### src/rtl/mem_arb2.sv
// mem_arb2 -- two-requester round-robin arbiter in front of one shared slave
// port (for example a PSRAM controller).
//
// A requester raises mN_valid_i with address/data/strobes and holds them until
// its one-cycle mN_ready_o completion pulse. The arbiter grants one requester
// at a time, forwards its request to the slave port, and returns the slave
// response. If the slave stays silent for TIMEOUT_CYC BUSY cycles, the
// transaction is aborted. The aborted requester then gets ERR_RDATA and the
// sticky timeout flag is raised.
//
// Parameters
//   TIMEOUT_CYC   max slave-response wait in BUSY cycles (1..255)
//   ERR_RDATA     read data returned on a timeout abort
//
// Ports
//   clk_i, rst_i                     clock, asynchronous active-high reset
//   m0_*/m1_* valid/addr/wdata/wstrb requester requests (wstrb == 0 is a read)
//   m0_*/m1_* rdata/ready            requester responses
//   s_valid/addr/wdata/wstrb_o       shared slave request
//   s_rdata_i, s_ready_i             shared slave response
//   grant_o                          owning requester index (valid while busy_o)
//   busy_o                           arbiter is in BUSY
//   timeout_o, clr_timeout_i         sticky timeout flag and its clear
module mem_arb2 #(
  parameter int unsigned TIMEOUT_CYC = 255,
  parameter logic [31:0] ERR_RDATA   = 32'hDEAD_BEEF
) (
  input  logic        clk_i,
  input  logic        rst_i,
  input  logic        m0_valid_i,
  input  logic [31:0] m0_addr_i,
  input  logic [31:0] m0_wdata_i,
  input  logic [3:0]  m0_wstrb_i,
  output logic [31:0] m0_rdata_o,
  output logic        m0_ready_o,
  input  logic        m1_valid_i,
  input  logic [31:0] m1_addr_i,
  input  logic [31:0] m1_wdata_i,
  input  logic [3:0]  m1_wstrb_i,
  output logic [31:0] m1_rdata_o,
  output logic        m1_ready_o,
  output logic        s_valid_o,
  output logic [31:0] s_addr_o,
  output logic [31:0] s_wdata_o,
  output logic [3:0]  s_wstrb_o,
  input  logic [31:0] s_rdata_i,
  input  logic        s_ready_i,
  output logic        grant_o,
  output logic        busy_o,
  output logic        timeout_o,
  input  logic        clr_timeout_i
);

  typedef enum logic [1:0] {
    ST_IDLE  = 2'd0,
    ST_BUSY  = 2'd1,
    ST_ABORT = 2'd2
  } state_t;

  localparam logic [7:0] TIMEOUT_LIM = 8'(TIMEOUT_CYC);

  state_t      state_r;
  state_t      state_next_s;
  logic        grant_r;
  logic        grant_next_s;
  logic        last_grant_r;
  logic        last_grant_next_s;
  logic [7:0]  cnt_r;
  logic [7:0]  cnt_next_s;
  logic [7:0]  cnt_inc_s;
  logic        timeout_r;
  logic        timeout_set_s;
  logic        gnt_valid_s;
  logic        resp_s;
  logic [31:0] resp_data_s;

  // Valid of whichever requester currently owns the slave port.
  assign gnt_valid_s = grant_r ? m1_valid_i : m0_valid_i;

  // Saturating increment so the wait counter can never wrap.
  assign cnt_inc_s = (cnt_r == 8'hFF) ? cnt_r : (cnt_r + 8'd1);

  // Next-state, slave-port mux and completion response.
  always_comb begin
    state_next_s      = state_r;
    grant_next_s      = grant_r;
    last_grant_next_s = last_grant_r;
    cnt_next_s        = cnt_r;
    timeout_set_s     = 1'b0;
    resp_s            = 1'b0;
    resp_data_s       = 32'h0000_0000;
    s_valid_o         = 1'b0;
    s_addr_o          = 32'h0000_0000;
    s_wdata_o         = 32'h0000_0000;
    s_wstrb_o         = 4'h0;

    case (state_r)
      ST_IDLE: begin
        if (m0_valid_i || m1_valid_i) begin
          // On a tie the requester that did not finish last wins.
          if (m0_valid_i && m1_valid_i) begin
            grant_next_s = ~last_grant_r;
          end else begin
            grant_next_s = m1_valid_i;
          end
          cnt_next_s   = 8'd0;
          state_next_s = ST_BUSY;
        end else begin
          state_next_s = ST_IDLE;
        end
      end

      ST_BUSY: begin
        s_valid_o = gnt_valid_s;
        s_addr_o  = grant_r ? m1_addr_i  : m0_addr_i;
        s_wdata_o = grant_r ? m1_wdata_i : m0_wdata_i;
        s_wstrb_o = grant_r ? m1_wstrb_i : m0_wstrb_i;
        if (!gnt_valid_s) begin
          // Requester withdrew: drop the transaction silently, keep fairness state.
          state_next_s = ST_IDLE;
        end else if (s_ready_i) begin
          resp_s            = 1'b1;
          resp_data_s       = s_rdata_i;
          last_grant_next_s = grant_r;
          state_next_s      = ST_IDLE;
        end else begin
          cnt_next_s = cnt_inc_s;
          if (cnt_inc_s >= TIMEOUT_LIM) begin
            // The timeout event spans this edge and the ABORT cycle, so a
            // clear request in either cycle cannot override it.
            timeout_set_s = 1'b1;
            state_next_s  = ST_ABORT;
          end else begin
            state_next_s = ST_BUSY;
          end
        end
      end

      ST_ABORT: begin
        resp_s            = 1'b1;
        resp_data_s       = ERR_RDATA;
        timeout_set_s     = 1'b1;
        last_grant_next_s = grant_r;
        state_next_s      = ST_IDLE;
      end

      default: begin
        state_next_s = ST_IDLE;
      end
    endcase
  end

  // Route the completion to the granted requester only; the other sees zeros.
  assign m0_ready_o = resp_s & ~grant_r;
  assign m1_ready_o = resp_s &  grant_r;
  assign m0_rdata_o = (resp_s && !grant_r) ? resp_data_s : 32'h0000_0000;
  assign m1_rdata_o = (resp_s &&  grant_r) ? resp_data_s : 32'h0000_0000;

  assign grant_o   = grant_r;
  assign busy_o    = (state_r == ST_BUSY);
  assign timeout_o = timeout_r;

  // State, grant bookkeeping, wait counter and sticky timeout flag.
  always_ff @(posedge clk_i or posedge rst_i) begin
    if (rst_i) begin
      state_r      <= ST_IDLE;
      grant_r      <= 1'b0;
      last_grant_r <= 1'b1;
      cnt_r        <= 8'd0;
      timeout_r    <= 1'b0;
    end else begin
      state_r      <= state_next_s;
      grant_r      <= grant_next_s;
      last_grant_r <= last_grant_next_s;
      cnt_r        <= cnt_next_s;
      if (timeout_set_s) begin
        timeout_r <= 1'b1;
      end else if (clr_timeout_i) begin
        timeout_r <= 1'b0;
      end else begin
        timeout_r <= timeout_r;
      end
    end
  end

endmodule

### config.mk
export PLATFORM = sky130hd
export DESIGN_NAME = mem_arb2
export DESIGN_NICKNAME = d
export VERILOG_FILES = /design/src/rtl/mem_arb2.sv
export SDC_FILE = /design/constraint.sdc
export NUM_CORES = 1
export LEC_CHECK = 0
export BUFFER_PORTS_ARGS = -buffer_cell sky130_fd_sc_hd__buf_2
export CAP_MARGIN = 20
export CORE_AREA = 2 2 120 122
export CTS_CLUSTER_SIZE = 8
export DETAILED_ROUTE_END_ITERATION = 10
export DIE_AREA = 0 0 122 124
export PLACE_DENSITY_LB_ADDON = 0.25
export SYNTH_ARGS = -nofsm -noshare
export SYNTH_HDL_FRONTEND = slang
export SYNTH_SLANG_ARGS = --single-unit
### constraint.sdc
create_clock -name clk_i -period 2.2 [get_ports clk_i]
set_input_delay 0.11 -clock clk_i [delete_from_list [all_inputs] [get_ports clk_i]]
set_output_delay 0.11 -clock clk_i [all_outputs]
set_load 0.03 [all_outputs]
==> out/qor.yml <==
outcome: "complete, but fails checks"
violations: "setup timing"
finalClockSkew_ns: 0.00185
grtUsageMet1_pct: 16.3
chipHeight_um: 124
clk_path_buf_depth: 2
ys_seq_area_share_pct: 13.2
synth_area_sq_um: 2480
synth_area_leaders: "mux2i_1, nor2b_1, nor2_1"
start_util_pct: 18.0
p_total_mw: 4.02
startpoint_type: "flip-flop"
rsz0062_at_grt: "true"
max-vdd-ir-drop_uv: 471
via_per_inst: 4.04
period_share_pct: 100
setup_tns_ns: -0.00651
yosys.area.top_type: "mux2i_1"
synth_top_area_share_pct: 27.9
grt_max_degree: 74
fin_util_pct: 31.2
stdcell_count: 828
max_slew.worst_pin.slew_ns: 0.537
total_leakage_power_nw: 2.64
grt_overflow: 0
numCtsBuffers: 3
finalWorstSetupSlack_ns: -0.00537
power_density_nw_per_um2: 939
n_antenna_cell: 0
setup_viol: 2
clk_pin_slew_worst_paths_ns: 0.05
maxCapViolations: 0
core_sq_um: 13700
syn_avg_cell_area_sq_um: 6.99
antenna_found_initial: 0
post-cts-setup-buffers: 0
syn2layout_area_growth_pct: 73.0
syn_inst: 354
io_pins: 312
required_ns: 2.09
min_path_type: "in2reg"
critPathCaptureType: "primary output"
grt_pass1_wl_mm: 15.5
drc: 0
clk_latency_ns: 0.25
critPathArrivalTime_ns: 2.10
slew_violations: 0
gr-usage-all-layers_pct: 12.9
critical_path_class: "reg2out"
drive_gt1_share_pct: 51.4
nets: 827
routed_wirelength_mm: 11.4
finalCriticalPeriod_ns: 2.21
dieArea_sq_um: 15100
port-buffer-count: 311
routedWlPerCell_um: 13.8
cts_tree: "done"
clock_tree.root_cell: "clkbuf_16"
grt_pass1_vias: 2923
ant_nets: 0
gp_congestion: 0.743
grtUsageMet3_pct: 1.88
use_met2_pct: 23.3
die_w_um: 122
dr.first_iter.drc_count: 105
synth.distinct_cells: 34
detailed_place_hpwl_mm: 9.36
report.final.hold_viol_count: 0
regToRegSetupSlack_ns: 0.35
ys_ff_latch: 13
dp_cells: 823
dp_slack_ns: 0.255
vias: 3345
syn_nets: 532
clock_sinks: 13
num_rows: 43
clock.fmax_mhz: 453
yosysWarningCount: 0
critPathMaxFanout: 25
slew_headroom_pct: 64.2
htreeDepth: 1
gr-max-usage-layer: "met2"
drt_pass1_iterations: 4
## per-stage QoR
| stage | hold WS, ns | area, sq um |
|---|---|---|
| CTS | 0.148 | 4280 |
| global placement | 0.178 | 4190 |
| floorplan | -0.0138 | 2480 |
| global route | 0.176 | 4280 |
| detailed placement | 0.185 | 4190 |
| finish | 0.149 | 4280 |
## state kept, by name, indices dropped and copies added (netlist names)
signal        flops
state_r           2
timeout_o         1
grant_o           1
last_grant_r      1
cnt_r             8
## cells in the final DEF (no fill, tap or decap), types with 2 or more instances in the layout
cell,instances
mux2i_1,69
a21oi_1,6
nor2_1,82
nand2_1,10
o21ai_0,9
nand3_1,6
inv_1,8
a21o_2,2
nand4_1,3
buf_2,311
ha_1,3
a21o_1,4
a31oi_1,2
and3_1,2
and2_1,18
nor2b_1,71
buf_4,6
a32o_1,2
dfrtp_1,11
clkbuf_16,3
## critical path, stage by stage (launching register included)
cell and delay, ns:
dfrtp_4 0.49, mux2_4 0.31, and2_2 0.21, nand3_2 0.11, a21o_2 0.43, nor2_1 0.10
buf_2 0.19
## logic make-up (layout without fill, tap and decap cells)
kind of cell | after synthesis | count (layout) | share of synthesized area (%)
multiplexers | 71 | 71 | 29.0
AND/OR/NAND/NOR | 197 | 197 | 40.6
flip-flops | 13 | 13 | 13.2
buffers and inverters | 37 | 331 | 6.77
AO/OA/AOI/OAI | 32 | 32 | 8.44
adder cells (fa/ha/maj) | 4 | 4 | 2.02
## power by group
| part | internal (mW) | switching [mW] |
|---|---|---|
| combinational | 1.20 | 2.13 |
| clock | 0.245 | 0.111 |
| sequential | 0.294 | 0.0382 |
| total | 1.74 | 2.28 |
## what timing repair did
item	4_1_cts	5_1_grt
hold endpoints to repair	12	0
endpoints found under the setup margin	6	66
resized for setup	0	1
hold buffers	1	0
pin swaps	0	0
## cells in the mapped netlist
library cell	instances
o211ai_1	1
nor4_2	1
a31oi_1	2
a22oi_1	1
a32o_1	2
and2_1	18
a32oi_1	1
dfrtp_1	12
mux2i_1	69
and4_1	1
nand3_1	6
nand2_1	10
and2_2	1
mux2_2	1
nand4_1	3
a31o_2	1
dfstp_2	1
o21ai_1	1
o31ai_1	1
inv_1	8
buf_4	5
and3_1	2
a21oi_1	6
o21ai_0	9
mux2_4	1
a21o_2	2
buf_2	8
nand3_2	1
a2bb2oi_1	1
clkbuf_1	16
a21o_1	4
ha_1	4
nor2b_1	71
nor2_1	83
## worst paths after layout
path,cells after the start,from,endpoint
min in group asynchronous,3,rst_i,cnt_r[4]
max in group asynchronous,3,rst_i,grant_o
worst min register to register,2,last_grant_r,last_grant_r
worst max-delay path,6,grant_o,m0_rdata_o[31]
worst min-delay path,2,m1_valid_i,grant_o
worst max register to register,6,cnt_r[0],timeout_o
## final cells by class
| type | count | area, sq um |
|---|---|---|
| flip-flops and latches | 13 | 330 |
| inverters | 8 | 30.0 |
| fillers | 1554 | 9440 |
| clock buffers | 4 | 78.8 |
| multi-input cells | 304 | 1990 |
| repair buffers | 319 | 1630 |
| well taps | 180 | 225 |
## per-layer routing
layer	vias up	part of all wire (%)	wire, um
met4	0	0.70	80
met3	5	8.8	998
met1	1432	41	4630
met5	-	0	0
li1	1756	-	-
met2	152	50	5690
No activity file was read; power rests on OpenSTA's default activity.
